<file path="src/rtl/arbiter.sv">
// Three-channel packet arbiter feeding the formatter.
// Picks one channel per packet by priority (0 = highest), with round-robin
// among equal priorities. Streams one packet of that channel's words to the
// formatter and holds the channel id until the formatter asks for the next id.
module arbiter #(
  parameter int DATA_W = 32
) (
  input  logic              clk_i,
  input  logic              rst_i,
  input  logic              slv0_en_i,
  input  logic [1:0]        slv0_prio_i,
  input  logic              slv0_req_i,
  input  logic              slv0_val_i,
  input  logic [DATA_W-1:0] slv0_data_i,
  output logic              slv0_ack_o,
  input  logic              slv1_en_i,
  input  logic [1:0]        slv1_prio_i,
  input  logic              slv1_req_i,
  input  logic              slv1_val_i,
  input  logic [DATA_W-1:0] slv1_data_i,
  output logic              slv1_ack_o,
  input  logic              slv2_en_i,
  input  logic [1:0]        slv2_prio_i,
  input  logic              slv2_req_i,
  input  logic              slv2_val_i,
  input  logic [DATA_W-1:0] slv2_data_i,
  output logic              slv2_ack_o,
  input  logic [2:0]        pkglen_sel_i,
  input  logic              fmt_id_req_i,
  input  logic              f2a_ack_i,
  output logic [1:0]        a2f_id_o,
  output logic              a2f_val_o,
  output logic [DATA_W-1:0] a2f_data_o
);

  typedef enum logic [1:0] {S_IDLE, S_XFER, S_HOLD} state_t;

  state_t            r_state;
  logic [1:0]        r_id;
  logic [1:0]        r_last;
  logic [5:0]        r_len;
  logic [5:0]        r_cnt;
  logic              r_val;
  logic [DATA_W-1:0] r_data;

  // Slave signals gathered into arrays; index 3 is the "no channel" slot so
  // indexing by the 2-bit id never falls off the end.
  logic [2:0]        w_cand;
  logic [3:0]        w_vld;
  logic [1:0]        w_prio [3];
  logic [DATA_W-1:0] w_dat  [4];
  logic [1:0]        w_min;
  logic [1:0]        w_win;
  logic [1:0]        w_ch;
  logic              w_found;
  logic              w_pop;
  logic [5:0]        w_len_dec;

  assign w_cand    = {slv2_en_i & slv2_req_i, slv1_en_i & slv1_req_i, slv0_en_i & slv0_req_i};
  assign w_vld     = {1'b0, slv2_val_i, slv1_val_i, slv0_val_i};
  assign w_prio[0] = slv0_prio_i;
  assign w_prio[1] = slv1_prio_i;
  assign w_prio[2] = slv2_prio_i;
  assign w_dat[0]  = slv0_data_i;
  assign w_dat[1]  = slv1_data_i;
  assign w_dat[2]  = slv2_data_i;
  assign w_dat[3]  = '0;

  function automatic logic [1:0] nxt(input logic [1:0] a);
    return (a == 2'd2) ? 2'd0 : a + 2'd1;
  endfunction

  // Winner: lowest priority value among candidates, ties broken by a
  // round-robin search starting just after the last granted channel.
  always_comb begin
    w_min   = 2'd3;
    w_win   = 2'd0;
    w_found = 1'b0;
    for (int i = 0; i < 3; i++)
      if (w_cand[i] && (w_prio[i] < w_min)) w_min = w_prio[i];
    w_ch = nxt(r_last);
    for (int k = 0; k < 3; k++) begin
      if (!w_found && w_cand[w_ch] && (w_prio[w_ch] == w_min)) begin
        w_win   = w_ch;
        w_found = 1'b1;
      end
      w_ch = nxt(w_ch);
    end
  end

  // Packet length decode, only sampled at selection.
  always_comb begin
    case (pkglen_sel_i)
      3'd0:    w_len_dec = 6'd4;
      3'd1:    w_len_dec = 6'd8;
      3'd2:    w_len_dec = 6'd16;
      default: w_len_dec = 6'd32;
    endcase
  end

  // A pop needs the formatter ready and the selected slave's head word valid.
  assign w_pop      = (r_state == S_XFER) & f2a_ack_i & w_vld[r_id];
  assign slv0_ack_o = w_pop & (r_id == 2'd0);
  assign slv1_ack_o = w_pop & (r_id == 2'd1);
  assign slv2_ack_o = w_pop & (r_id == 2'd2);

  assign a2f_id_o   = r_id;
  assign a2f_val_o  = r_val;
  assign a2f_data_o = r_data;

  // Main FSM: IDLE/HOLD arbitrate on an id request, XFER streams one packet.
  always_ff @(posedge clk_i) begin
    if (rst_i) begin
      r_state <= S_IDLE;
      r_id    <= 2'd3;
      r_last  <= 2'd2;
      r_len   <= 6'd4;
      r_cnt   <= 6'd0;
      r_val   <= 1'b0;
      r_data  <= '0;
    end else if (r_state != S_XFER) begin
      r_val <= 1'b0;
      if (fmt_id_req_i) begin
        if (|w_cand) begin
          r_id    <= w_win;
          r_last  <= w_win;
          r_len   <= w_len_dec;
          r_cnt   <= 6'd0;
          r_state <= S_XFER;
        end else begin
          r_id    <= 2'd3;
          r_state <= S_IDLE;
        end
      end
    end else begin
      r_val <= w_pop;
      if (w_pop) begin
        r_data <= w_dat[r_id];
        if (r_cnt == r_len - 6'd1) begin
          // Wrap so the count stays within the packet length.
          r_cnt   <= 6'd0;
          r_state <= S_HOLD;
        end else begin
          r_cnt <= r_cnt + 6'd1;
        end
      end
    end
  end

endmodule
</file>
<file path="config.mk">
export PLATFORM = sky130hd
export DESIGN_NAME = arbiter
export DESIGN_NICKNAME = d
export VERILOG_FILES = /design/src/rtl/arbiter.sv
export SDC_FILE = /design/constraint.sdc
export NUM_CORES = 1
export LEC_CHECK = 0
export CORE_ASPECT_RATIO = 0.8
export CORE_MARGIN = 5
export CORE_UTILIZATION = 45
export DETAILED_ROUTE_END_ITERATION = 12
export PLACE_DENSITY = 0.88
export SETUP_SLACK_MARGIN = 0.2
export SYNTH_ARGS = -nofsm -noshare
export SYNTH_HDL_FRONTEND = slang
export SYNTH_SLANG_ARGS = --single-unit
</file>
<file path="constraint.sdc">
create_clock -name clk_i -period 8.1 [get_ports clk_i]
set_input_delay 0.81 -clock clk_i [delete_from_list [all_inputs] [get_ports clk_i]]
set_output_delay 0.81 -clock clk_i [all_outputs]
set_load 0.005 [all_outputs]
</file>
# Word-level counts from Yosys, hierarchy flattened
# Cells that the tools add are included.
# totals
regBits	51
out_inout_bits	38
word_cells	115
# op_classes
add_sub_neg	5
n_lt_le_gt_ge	11
n_eq_ne	15
muxes	43
n_bitwise	13
reduce_logical	21
# op_table
operator	count
$bmux 32 s2	1
$mux 32	2
$mux 2	20
$mux 6	5
$pmux 6 s3	1
$bmux 2 s2	3
$ge 3x3->1 const B	4
$lt 2x3->1 const B	4
$not 2->3	4
$reduce_and 3->1	3
$and 1x1->1	8
$bmux 1 s2	4
$eq 2x2->1 const B	4
$logic_and 1x1->1	8
$mux 1	7
$add 2x1->2 const B	3
$add 6x1->6 const B	1
$eq 2x2->1	3
$eq 6x6->1	1
$sub 6x1->6 const B	1
$eq 2x1->1 const B	2
$lt 2x2->1	2
$ne 2x1->1 const B	2
$reduce_and 2->1	2
other kinds (11)	13

# Longest topological paths before layout
# logic_depth
depth_word	21
ltp_mapped	17
depth_no_buf	16

# Worst setup path before layout
# No wires, ideal clock.
# synth_path
path_kind	input to register
startpoint	input slv0_en_i
endpoint	register r_id[1], in the netlist a2f_id_o[1]
arrival_ns	3.687
t_required_ns	7.976
setup_slack_ns	4.289
path_stages	17
cell_sequence	nand2_1 -> nor2_1 -> ha_1 -> and3b_1 -> o21ai_1 -> a32oi_2 -> inv_2 -> ha_1 -> nand4bb_1 -> buf_6 -> a21oi_4 -> a21oi_1 -> or4b_4 -> a22oi_4 -> a2111oi_2 -> nor4b_1 -> nor3_1
# synth_between
elab_chain_len	21
# synth_rtl
item	line	text
start, declared	10	input logic slv0_en_i,
$and 1x1->1 *	59	assign w_cand = {slv2_en_i & slv2_req_i, slv1_en_i & slv1_req_i, slv0_en_i & slv0_req_i};
$logic_and 1x1->1	80	if (w_cand[i] && (w_prio[i] < w_min)) w_min = w_prio[i];
$mux 2	80	
$lt 2x2->1	80	
$logic_and 1x1->1	80	
$mux 2	80	
$lt 2x2->1	80	
$logic_and 1x1->1	80	
[... 3 more ...]	--	
$mux 1	83	if (!w_found && w_cand[w_ch] && (w_prio[w_ch] == w_min)) begin
$logic_not 1->1	83	
$logic_and 1x1->1 (2 in a row)	83	
$mux 1	83	
$logic_not 1->1	83	
$logic_and 1x1->1 (2 in a row)	83	
$mux 2	83	
$mux 2 *	124	if (|w_cand) begin
end signal, assigned	125	r_id <= w_win;
end, declared	39	logic [1:0] r_id;
# Every way passes the cells marked *; elsewhere a longest branch is shown, timed or not. The select of a mux whose other input is x is not followed.
# A chain may end at the register's enable or synchronous reset.

# Worst setup path after layout
# layout_path
startpoint	input slv0_en_i
endpoint	register r_last[0]
# layout_between
elab_chain_len	20
# layout_rtl
item	line	text
$and 1x1->1 *	59	
$logic_and 1x1->1	80	
$mux 2	80	
$lt 2x2->1	80	
$logic_and 1x1->1	80	
$mux 2	80	
$lt 2x2->1	80	
$logic_and 1x1->1	80	
[... 2 more ...]	--	
$logic_and 1x1->1	83	
$mux 1	83	
$logic_not 1->1	83	
$logic_and 1x1->1 (2 in a row)	83	
$mux 1	83	
$logic_not 1->1	83	
$logic_and 1x1->1 (2 in a row)	83	
$mux 2	83	
end signal, assigned	126	r_last <= w_win;
end, declared	40	logic [1:0] r_last;
# Marked as above.

==> impl_metrics.env <==
export IMPL_hold_viol=0
export IMPL_hp_class="reg -> reg"
export IMPL_setup_viol=0
export IMPL_end_kind="register"
export IMPL_fin_area_mm2=0.00492
export IMPL_drt_iter0_drc=274
export IMPL_ant_nets=0
export IMPL_ctsHoldBuffers=0
export IMPL_drtPass1Iterations=5
export IMPL_die_w_um=106
export IMPL_slowest_delay_ns=0.52
export IMPL_final_nets=666
export IMPL_syn_cell_area_mm2=0.00329
export IMPL_synth_top_area_cell="dfxtp_1"
export IMPL_synth_warnings=0
export IMPL_via_count=3683
export IMPL_num_rows=27
export IMPL_rsz0062_at_grt="false"
export IMPL_post_route_period_util_pct=59.6
export IMPL_cts_tree="done"
export IMPL_synthFlopType="dfxtp_1"
export IMPL_viasPerCell=5.83
export IMPL_cts_resized=0
export IMPL_post_drt_wl_per_cell_um=17.4
export IMPL_required_ns=8.28
export IMPL_ir_drop_uv=79.0
export IMPL_postSynthAreaPerCell_um2=8.10
export IMPL_fillCellCount=542
export IMPL_syn_to_final_growth_pct=49.7
export IMPL_grt_start_max_net_pins=47
export IMPL_drv_slew=0
export IMPL_synth_cell_type_count=59
export IMPL_die_height_um=86.5
export IMPL_crit_buf_inv=2
export IMPL_clock_sinks=49
export IMPL_cp_top_family="simple AND/OR/NAND/NOR gates"
export IMPL_setup_tns_ns=0
export IMPL_cts_root_buf="clkbuf_8"
export IMPL_grt_pass1_vias=3599
export IMPL_numCtsBuffers=5
export IMPL_initial_core_util_pct=47.0
export IMPL_routed_wl_um=11000
export IMPL_dpl_instance_area_mm2=0.00484
export IMPL_crit_type="in -> reg"
export IMPL_netlist_top_cells_area="dfxtp_1 30%, mux2i_1 8.2%, nor2_1 6.6%"
export IMPL_fin_skew_ns=0.00893
export IMPL_critical_path_max_fanout=9
export IMPL_antenna_found_initial=0
export IMPL_drc=0
export IMPL_drive_gt1_share_pct=6.06
export IMPL_dpl_hpwl_um=8340
export IMPL_crit_chain="clkdlybuf4s50_1 -> nand2_1 -> nor2_1 -> ha_1 -> and3b_1 -> a32oi_2 -> inv_2 -> ha_1 -> nand4bb_1 -> nand3_1 -> a21oi_1 -> or4b_4 -> a22oi_4 -> mux2i_1 -> nand2b_1 -> nand3_1"
export IMPL_n_antenna_cell=0
export IMPL_max_freq_mhz=207
export IMPL_synth_top_area_share_pct=29.8
export IMPL_clk_pin_slew_ns=0.08
export IMPL_core_area_mm2=0.00699
export IMPL_grt_usage_pct=23.1
export IMPL_syn_nets=528
export IMPL_cts_setup_buffers=0
export IMPL_die_area_mm2=0.00913
export IMPL_synth_edf_count=0
export IMPL_maxCapViolations=0
export IMPL_ys_async_sr_fraction_pct=0
export IMPL_cp_start_kind="primary input"
export IMPL_slew_headroom_pct=31.7
export IMPL_grt_pass1_wl_um=17600
export IMPL_port_buffers=155
export IMPL_clockBufferDepth=2
export IMPL_worst_pin_slew_ns=1.02
export IMPL_powerDensity_mw_per_mm2=118
export IMPL_place_gp_congestion=0.901
export IMPL_finalPower_mw=0.581
export IMPL_yosys_register_bits=49
export IMPL_status="completed"
export IMPL_io_pins=156
export IMPL_crit_arrival_ns=5.01
export IMPL_power_leakage_nw=1.79
export IMPL_yosysSeqAreaShare_pct=29.8
export IMPL_grt_ovfl_total=0
export IMPL_synthCells=406
export IMPL_htreeDepth=2
export IMPL_crit_slowest_cell="clkdlybuf4s50_1"
export IMPL_worstSkewPairLatency_ns=0.30
export IMPL_fin_crit_ns=4.83
## registers in the layout (all words and copies together), names as in the netlist
signal / cells
a2f_val_o: 1
a2f_data_o: 32
r_last: 2
r_len: 4
a2f_id_o: 2
r_state: 2
r_cnt: 6
## layer usage
layer | vias to the layer above | global-route usage (%) | wire, um
met5 | - | 0 | 0
met4 | 0 | 5.76 | 148
met3 | 14 | 4.39 | 839
met2 | 175 | 41.9 | 5620
met1 | 1723 | 28.3 | 4390
li1 | 1771 | - | -
## tightest hold or removal path, cell delays in order (launching register included)
cell and delay (ns):
dfxtp_1 0.31, nor2_1 0.09, nor3_1 0.05
## power by group
group | switching [mW] | internal (mW)
sequential | 0.0108 | 0.248
combinational | 0.0816 | 0.101
clock | 0.0771 | 0.0616
## cell type report
class	instances	area [um^2]	share of cell area, %
inverter	6	22.5	0.457
tap	87	109	2.21
timing repair buffer	161	1600	32.4
clock buffer	8	80.1	1.63
multi-input combinational	321	2140	43.4
sequential	49	981	19.9
## stage by stage
step	util, %	hold WS [ns]	setup WS, ns	std cells
after floorplan	-	0.456	4.29	406
after detailed placement	69.3	0.487	3.08	624
final	70.4	0.498	3.27	632
after CTS	70.4	0.500	3.38	632
after global routing	70.4	0.520	3.03	632
after global placement	69.3	0.469	3.28	624
## placed cells by master, fill, tap and decap left out, types with 3 or more instances in the layout
cell and instances:
nor4b_1 3, dfxtp_1 49, nand4bb_1 4, a21oi_1 25, a211o_1 3, o21ai_1 10
a211oi_1 27, a31oi_1 3, clkbuf_8 5, mux2i_1 27, clkbuf_1 3, a221o_1 13
and2_1 4, nand3_1 10, nor2b_1 4, nand2_1 31, clkdlybuf4s50_1 155, inv_1 5
nor3_2 3, nor3_1 25, a221oi_1 3, o21ai_0 9, buf_4 6, nand2b_1 6
ha_1 4, xor2_1 5, xnor2_1 7, nor2_1 58
## cells in the mapped netlist, types with 7 or more instances
cell,instances
nor2_1,58
dfxtp_1,49
nand2_1,31
a211oi_1,27
mux2i_1,27
a21oi_1,25
nor3_1,25
clkbuf_1,18
a221o_1,13
nand3_1,10
o21ai_1,10
o21ai_0,9
xnor2_1,7
## path summary, 6_finish.rpt
path | start | endpoint | slack, ns | cells past startpoint
worst max-delay path | slv0_en_i | r_last[0] | 3.27 | 16
worst min-delay path | a2f_data_o[4] | a2f_data_o[4] | 0.50 | 2
worst max register to register | a2f_id_o[0] | r_cnt[5] | 4.82 | 10
worst min register to register | a2f_data_o[4] | a2f_data_o[4] | 0.50 | 2
## cells by family (layout without fill, tap and decap cells)
family | Yosys count | count (layout) | share of synthesized area (%)
mux | 27 | 27 | 8.22
buf+inv | 36 | 175 | 5.55
xor+xnor | 12 | 12 | 3.20
compound gates | 111 | 111 | 24.8
fa+ha+maj | 4 | 4 | 1.52
simple gates | 167 | 167 | 26.9
flops | 49 | 49 | 29.8
Note: power is estimated with default switching activity, not from simulation.
